[src/rtl/updown_pkg.sv]
// Shared types and constants for the up/down counter driver and its counter.
package updown_pkg;

   localparam int COUNT_W = 8;

   // Matches the counter's m input: 0 counts up, 1 counts down.
   localparam logic DIR_UP   = 1'b0;
   localparam logic DIR_DOWN = 1'b1;

   typedef enum logic [2:0] {
      S_IDLE  = 3'd0,
      S_LOAD  = 3'd1,
      S_CHECK = 3'd2,
      S_STEP  = 3'd3,
      S_WAIT  = 3'd4,
      S_DONE  = 3'd5,
      S_ERR   = 3'd6
   } state_t;

endpackage

[src/rtl/updown_count_driver.sv]
// Command-driven initiator for an up/down counter: steps the counter toward
// a target with en/m pulses, or jumps straight to it with a single load.
//
// Handshake: a command transfers on a rising clk edge where cmd_valid and
// cmd_ready are both high. cmd_ready is high only in IDLE; cmd_target and
// cmd_jump are sampled only on that edge and ignored otherwise.
module updown_count_driver
   import updown_pkg::*;
#(
   parameter int WIDTH    = COUNT_W,
   parameter int STEP_GAP = 0
) (
   input  logic             clk,
   input  logic             rst_n,
   input  logic             cmd_valid,
   output logic             cmd_ready,
   input  logic [WIDTH-1:0] cmd_target,
   input  logic             cmd_jump,
   input  logic             abort,
   input  logic [WIDTH-1:0] count_in,
   output logic             ctr_en,
   output logic             ctr_m,
   output logic             ctr_load,
   output logic [WIDTH-1:0] ctr_data,
   output logic             busy,
   output logic             done,
   output logic             err,
   output state_t           state_dbg
);

   state_t           state_q;
   state_t           state_d;
   logic [WIDTH-1:0] target_q;
   logic             dir_q;
   logic [7:0]       gap_cnt;
   logic [WIDTH-1:0] step_cnt;

   logic             at_target;
   logic             step_limit;

   assign at_target  = (count_in == target_q);
   assign step_limit = (step_cnt == {WIDTH{1'b1}});

   // State register.
   always_ff @(posedge clk) begin
      if (!rst_n)
         state_q <= S_IDLE;
      else
         state_q <= state_d;
   end

   // Next-state decode; abort overrides every transition of an active command.
   always_comb begin
      state_d = state_q;
      case (state_q)
         S_IDLE: begin
            if (cmd_valid)
               state_d = cmd_jump ? S_LOAD : S_CHECK;
         end
         S_LOAD: begin
            state_d = abort ? S_IDLE : S_DONE;
         end
         S_CHECK: begin
            if (abort)
               state_d = S_IDLE;
            else if (at_target)
               state_d = S_DONE;
            else if (step_limit)
               state_d = S_ERR;
            else
               state_d = S_STEP;
         end
         S_STEP: begin
            if (abort)
               state_d = S_IDLE;
            else if (STEP_GAP > 0)
               state_d = S_WAIT;
            else
               state_d = S_CHECK;
         end
         S_WAIT: begin
            if (abort)
               state_d = S_IDLE;
            else if (gap_cnt == 8'd0)
               state_d = S_CHECK;
         end
         S_DONE:  state_d = S_IDLE;
         S_ERR:   state_d = S_IDLE;
         default: state_d = S_IDLE;
      endcase
   end

   // Command datapath: target latch, direction, step count and gap timer.
   always_ff @(posedge clk) begin
      if (!rst_n) begin
         target_q <= '0;
         dir_q    <= DIR_UP;
         gap_cnt  <= 8'd0;
         step_cnt <= '0;
      end else begin
         case (state_q)
            S_IDLE: begin
               if (cmd_valid) begin
                  target_q <= cmd_target;
                  step_cnt <= '0;
               end
            end
            S_CHECK: begin
               if (state_d == S_STEP)
                  dir_q <= (count_in > target_q) ? DIR_DOWN : DIR_UP;
            end
            S_STEP: begin
               step_cnt <= step_cnt + 1'b1;
               gap_cnt  <= 8'(STEP_GAP - 1);
            end
            S_WAIT: begin
               if (gap_cnt != 8'd0)
                  gap_cnt <= gap_cnt - 8'd1;
            end
            default: ;
         endcase
      end
   end

   // Outputs come from registered state only.
   always_comb begin
      ctr_en    = (state_q == S_STEP);
      ctr_load  = (state_q == S_LOAD);
      ctr_m     = dir_q;
      ctr_data  = target_q;
      done      = (state_q == S_DONE);
      err       = (state_q == S_ERR);
      busy      = (state_q != S_IDLE);
      cmd_ready = (state_q == S_IDLE);
      state_dbg = state_q;
   end

endmodule
[config.mk]
export PLATFORM = sky130hd
export DESIGN_NAME = updown_count_driver
export DESIGN_NICKNAME = d
export VERILOG_FILES = /design/src/rtl/updown_pkg.sv /design/src/rtl/updown_count_driver.sv
export SDC_FILE = /design/constraint.sdc
export NUM_CORES = 1
export LEC_CHECK = 0
export ABC_AREA = 1
export CORE_MARGIN = 4
export CORE_UTILIZATION = 24
export CTS_BUF_LIST = sky130_fd_sc_hd__clkbuf_4
export CTS_CLUSTER_SIZE = 30
export DETAILED_ROUTE_END_ITERATION = 10
export GPL_TIMING_DRIVEN = 0
export PLACE_DENSITY = 0.51
export SYNTH_ARGS = -nofsm -noshare
export SYNTH_HDL_FRONTEND = slang
export SYNTH_SLANG_ARGS = --single-unit
[constraint.sdc]
create_clock -name clk -period 1.9 [get_ports clk]
set_input_delay 0.19 -clock clk [delete_from_list [all_inputs] [get_ports clk]]
set_output_delay 0.19 -clock clk [all_outputs]
set_load 0.02 [all_outputs]
==> flow_summary.yaml, run 1 <==
placed_design:
  dp_hpwl_mm: 3.021
  place_congestion: 0.8191
  portBuffers: 38
sta:
  rsz0062_at_grt: "no"
  fin_crit_sh_pct: 92.68
  clock.fmax_mhz: 567.9
  tns_ns: 0
  drv_slew: 0
  hold_viol: 0
  tightest_slew_ns: 0.5271
  finalSetupViolCount: 0
  skew_ns: 0.01300
  period_minus_slack_ns: 1.761
  slew_headroom_pct: 64.86
  timing.hold.ws_ns: 0.4269
floorplan:
  die_y_um: 91.43
  rows: 30
  die-area_mm2: 0.008359
  core_area_mm2: 0.006794
  start_util_pct: 24.59
  pin_count: 39
  die_w_um: 91.43
worst_setup_path:
  cp_max_fo: 6
  required_ns: 1.71
  arrival_ns: 1.57
  worstSetupEndpointType: "output port"
  worstSetupPathType: "reg2out"
  setup.worst_path.start_class: "flop"
route:
  post_drt_wl_per_cell_um: 10.31
  vias: 1560
  vias_per_cell: 4.160
  firstDrtPassIters: 4
  drc: 0
  drtAntennaViolNets: 0
  dr.first_iter.drc_count: 71
  drt_wl_total_mm: 3.867
clocking:
  clk_pin_slew_ns: 0.15
  cts.sinks: 28
  cts_buffer_depth: 2
  numCtsBuffers: 3
  h-tree-depth: 1
  hold_buffers: 0
  cts-root-buf: "clkbuf_4"
  cts_tree: "yes"
  clk_latency_ns: 0.33
finish:
  final_nets: 312
  n_antenna_cell: 0
  area_growth_syn_to_layout_pct: 31.98
  drive_gt1_share_pct: 10.75
  utilization_pct: 32.45
synthesis:
  synth_top_area_cell: "dfxtp_1"
  synth_xor_area_share_pct: 2.622
  synth.distinct_cells: 29
  synth_area_leaders: "dfxtp_1, nand2_1, a21oi_1, ha_1, o21ai_0"
  async_reset_ff_share_pct: 0
  synth.area.mux_share_pct: 0
  ys_warn_count: 0
  ys_seq_elements: 28
  synth_flop_cell: "dfxtp_1"
  yosys.area_share.simple_pct: 29.96
  synth_fa_ha_area_share_pct: 7.491
  ys_seq_area_share_pct: 33.56
  synth_edf_count: 0
  syn_area_mm2: 0.001670
  syn_area_per_cell_um2: 7.018
  syn_inst: 238
  syn_nets: 269
  yosysTopAreaCellShare_pct: 33.56
  synth_compound_area_share_pct: 16.55
  synth_top_family_by_area: "simple AND/OR/NAND/NOR gates"
pwr:
  p_leak_nw: 0.9746
  power_density_mw_per_mm2: 688.9
  power.total_mw: 1.519
  ir_drop_uv: 219.1
global_routing:
  grt_pass1_vias: 1383
  track_usage_pct: 9.100
  antenna_found_initial: 0
  grt_max_degree: 15
  overflow: 0
  grt_pass1_wl_mm: 6.368
status:
  status: "completed"
flow_run:
  timing.max_cap.violations: 0
min_path:
  hp-class: "in2reg"
-- logic make-up after synthesis --
family | count (synthesis)
buffers and inverters | 38
DFF | 28
AOI/OAI and AO/OA | 53
xor gates and xnor gates | 5
and+or+nand+nor | 104
adders and majority gates | 10
-- Yosys cell counts (2+ instances only) --
cell type	count
o21ai_0	21
nand2_2	2
nor2_1	19
nand2_1	55
nor2_2	2
a21oi_1	28
dfxtp_1	28
xnor2_1	2
ha_1	10
nand2_4	5
inv_1	27
xor2_1	3
inv_2	5
nand3_1	13
nor3_1	3
inv_4	2
-- layout by cell type, fill, tap and decap left out --
cell type,count
inv_2,6
xor2_1,3
nand4_1,1
nand3_4,1
nor3_4,1
inv_4,2
clkbuf_4,3
buf_6,1
clkdlybuf4s50_1,33
nand2_4,5
nand2_2,2
clkbuf_1,1
nor2_2,2
a21o_1,1
ha_1,10
clkinv_4,1
dlymetal6s2s_1,4
nand3_1,13
dlygate4sd2_1,1
dfxtp_1,26
buf_4,1
xnor2_1,2
a21oi_1,28
o21ai_1,1
a21oi_2,1
dfxtp_2,2
nor3_1,3
nand3_2,1
nor2_1,19
o211a_1,1
o21ai_0,21
inv_1,26
nand2_1,55
nor2_4,1
-- final cells by class --
type,count,area [um^2]
timing repair buffer,38,389.1
buffer,3,22.52
inverter,35,141.4
sequential,28,563.0
clock buffer,3,22.52
fill,724,4589
tap,96,120.1
multi-input combinational,172,945.9
-- what timing repair did --
action / CTS / global route
gates resized for setup: 4 / 4
buffers inserted: 0 / 0
hold endpoints to repair: 0 / 0
setup endpoints to repair: 6 / 4
-- flip-flops by register name, indices dropped and copies added (netlist names) --
name / flops
ctr_data: 8
state_dbg: 3
step_cnt: 8
gap_cnt: 8
ctr_m: 1
-- where the power goes --
part           switching [mW]  total, mW  internal [mW]
sequential             0.0464      0.681          0.635
combinational           0.327      0.590          0.263
clock                   0.173      0.248         0.0745
-- worst paths after layout --
check / from / endpoint / slack, ns / depth (start not counted)
max: state_dbg[2] / busy / 0.14 / 3
min: cmd_target[0] / ctr_data[0] / 0.43 / 3
max reg2reg: gap_cnt[0] / gap_cnt[4] / 0.29 / 10
min reg2reg: step_cnt[3] / step_cnt[3] / 0.48 / 2
-- stage by stage --
step                std cells  cell area, um^2  setup WS (ns)
floorplan                 238             1670         0.3349
global placement          372             2171        0.09961
detailed placement        372             2171        0.08672
CTS                       375             2195       0.007378
global route              375             2205        0.01622
finish                    375             2205         0.1390
-- critical path, cell delays in order (launching register included) --
cell and delay [ns]:
dfxtp_1 0.43, inv_2 0.11, nand2_4 0.10, clkdlybuf4s50_1 0.61
-- layer usage --
metal / share of wire, % / track usage, %
met1: 50 / 12.57
met2: 44 / 14.42
met3: 4.5 / 1.077
met4: 1.6 / 3.392
met5: 0 / 0
No activity file was read; power rests on OpenSTA's default activity.
==> run 2: changes to the inputs <==
Settings changed: MAX_ROUTING_LAYER from default to met4, SKIP_CTS_REPAIR_TIMING from default to 1.
==> run 2 against run 1 <==
Power about the same. Sequential share of layout area about the same. Via count unchanged. Hold slack about the same. Non-clock buffer count unchanged. First-iteration DRC count unchanged. Sequential power about the same. Cell count unchanged. Global-route usage increased by 0.27 points. Setup slack about the same. Highest routed layer unchanged.
==> flow_summary.yaml, run 2 (synthesis gave the netlist of run 1 again) <==
status:
  status: "completed"
placed_design:
  dp_hpwl_mm: 3.021
  place_ws_ns: 0.08672
  dpl_cell_area_mm2: 0.002171
  portBuffers: 38
  place_congestion: 0.8314
sta:
  hold_viol: 0
  finalSetupViolCount: 0
  tns_ns: 0
  slew_headroom_pct: 64.86
  skew_ns: 0.01300
  fin_crit_sh_pct: 92.68
  drv_slew: 0
  period_minus_slack_ns: 1.761
  rsz0062_at_grt: "no"
  tightest_slew_ns: 0.5271
  clock.fmax_mhz: 567.9
  fin_ws_ns: 0.1390
clocking:
  clk_pin_slew_ns: 0.15
  h-tree-depth: 1
  cts_tree: "yes"
  clk_latency_ns: 0.33
  cts_buffer_depth: 2
  cts.sinks: 28
  cts-root-buf: "clkbuf_4"
  numCtsBuffers: 3
global_routing:
  track_usage_pct: 9.370
  grt_pass1_vias: 1382
  antenna_found_initial: 0
  grt_pass1_wl_mm: 6.382
  grt_max_degree: 15
  overflow: 0
worst_setup_path:
  cpLargestDelayFamily: "buffers and inverters"
  rr_worst_depth: 10
  arrival_ns: 1.57
  worstSetupEndpointType: "output port"
  setup.worst_path.start_class: "flop"
  cp_max_fo: 6
  crit_buf_inv: 2
  critical-path-max-stage-delay_ns: 0.61
  slowest_stage: "clkdlybuf4s50_1"
  cp.depth: 3
  crit_chain: "inv_2, nand2_4, clkdlybuf4s50_1"
  required_ns: 1.71
  worstSetupPathType: "reg2out"
floorplan:
  core_area_mm2: 0.006794
  rows: 30
  start_util_pct: 24.59
  pin_count: 39
  die_w_um: 91.43
  die_y_um: 91.43
  die-area_mm2: 0.008359
route:
  post_drt_wl_per_cell_um: 10.31
  vias: 1560
  drtAntennaViolNets: 0
  drc: 0
  dr.first_iter.drc_count: 71
  vias_per_cell: 4.160
  firstDrtPassIters: 4
  drt_wl_total_mm: 3.865
pwr:
  p_leak_nw: 0.9882
  power_density_mw_per_mm2: 688.0
  ir_drop_uv: 219.1
finish:
  area_growth_syn_to_layout_pct: 32.21
  multi_input_area_um2: 945.9
  drive_gt1_share_pct: 10.75
  utilization_pct: 32.50
  fillers: 723
  final_common_cell: "nand2_1"
  n_antenna_cell: 0
  stdcell_area_mm2: 0.002208
  ff_latch_area_um2: 563.0
  final_cell_mix: "nand2_1, clkdlybuf4s50_1, a21oi_1, inv_1, dfxtp_1"
  final_nets: 312
min_path:
  hp-class: "in2reg"
  holdPathStages: 3
flow_run:
  timing.max_cap.violations: 0
==> run 2: final timing paths <==
kind,start,endpoint,slack (ns)
max reg2reg,gap_cnt[0],gap_cnt[4],0.29
min,cmd_target[0],ctr_data[0],0.43
max,state_dbg[2],busy,0.14
min reg2reg,step_cnt[3],step_cnt[3],0.48
==> run 2: stage by stage <==
step,power [mW],instances,hold WS [ns]
after floorplan,1.077,238,0.3284
after global placement,1.289,372,0.4512
after detailed placement,1.294,372,0.4646
after CTS,1.553,375,0.4113
after global routing,1.626,375,0.4331
final,1.519,375,0.4269
==> run 2: worst reg2reg max path, delay by kind of cell (launching register included) <==
kind	cells	cell delay, ns
compound gates	1	0.13
fa+ha+maj	1	0.30
buf+inv	3	0.28
flops	1	0.33
simple gates	5	0.52
==> run 2: routing by layer <==
layer	vias to the layer above	global-route usage [%]	part of all wire [%]
li1	853	-	-
met1	670	12.57	50
met2	33	14.42	44
met3	4	1.160	4.5
met4	0	3.392	1.6
met5	-	-	0
==> run 2: area by class of cell <==
cell class	instances	share of cell area (%)
buffer	3	1.020
tap	96	5.439
multi-input combinational	172	42.83
clock buffer	3	1.020
timing repair buffer	38	17.79
inverter	35	6.402
sequential	28	25.50
==> run 2: power breakdown <==
group / switching [mW] / leakage [nW] / internal (mW)
Combinational: 0.327 / 0.746 / 0.264
Clock: 0.173 / 0.0138 / 0.0745
Sequential: 0.0464 / 0.229 / 0.635
==> run 3: changes to the inputs <==
Settings changed: GPL_ROUTABILITY_DRIVEN from default to 0.
==> results of run 3 <==
The final DEF is identical to that of run 2; final timing and power are the same.
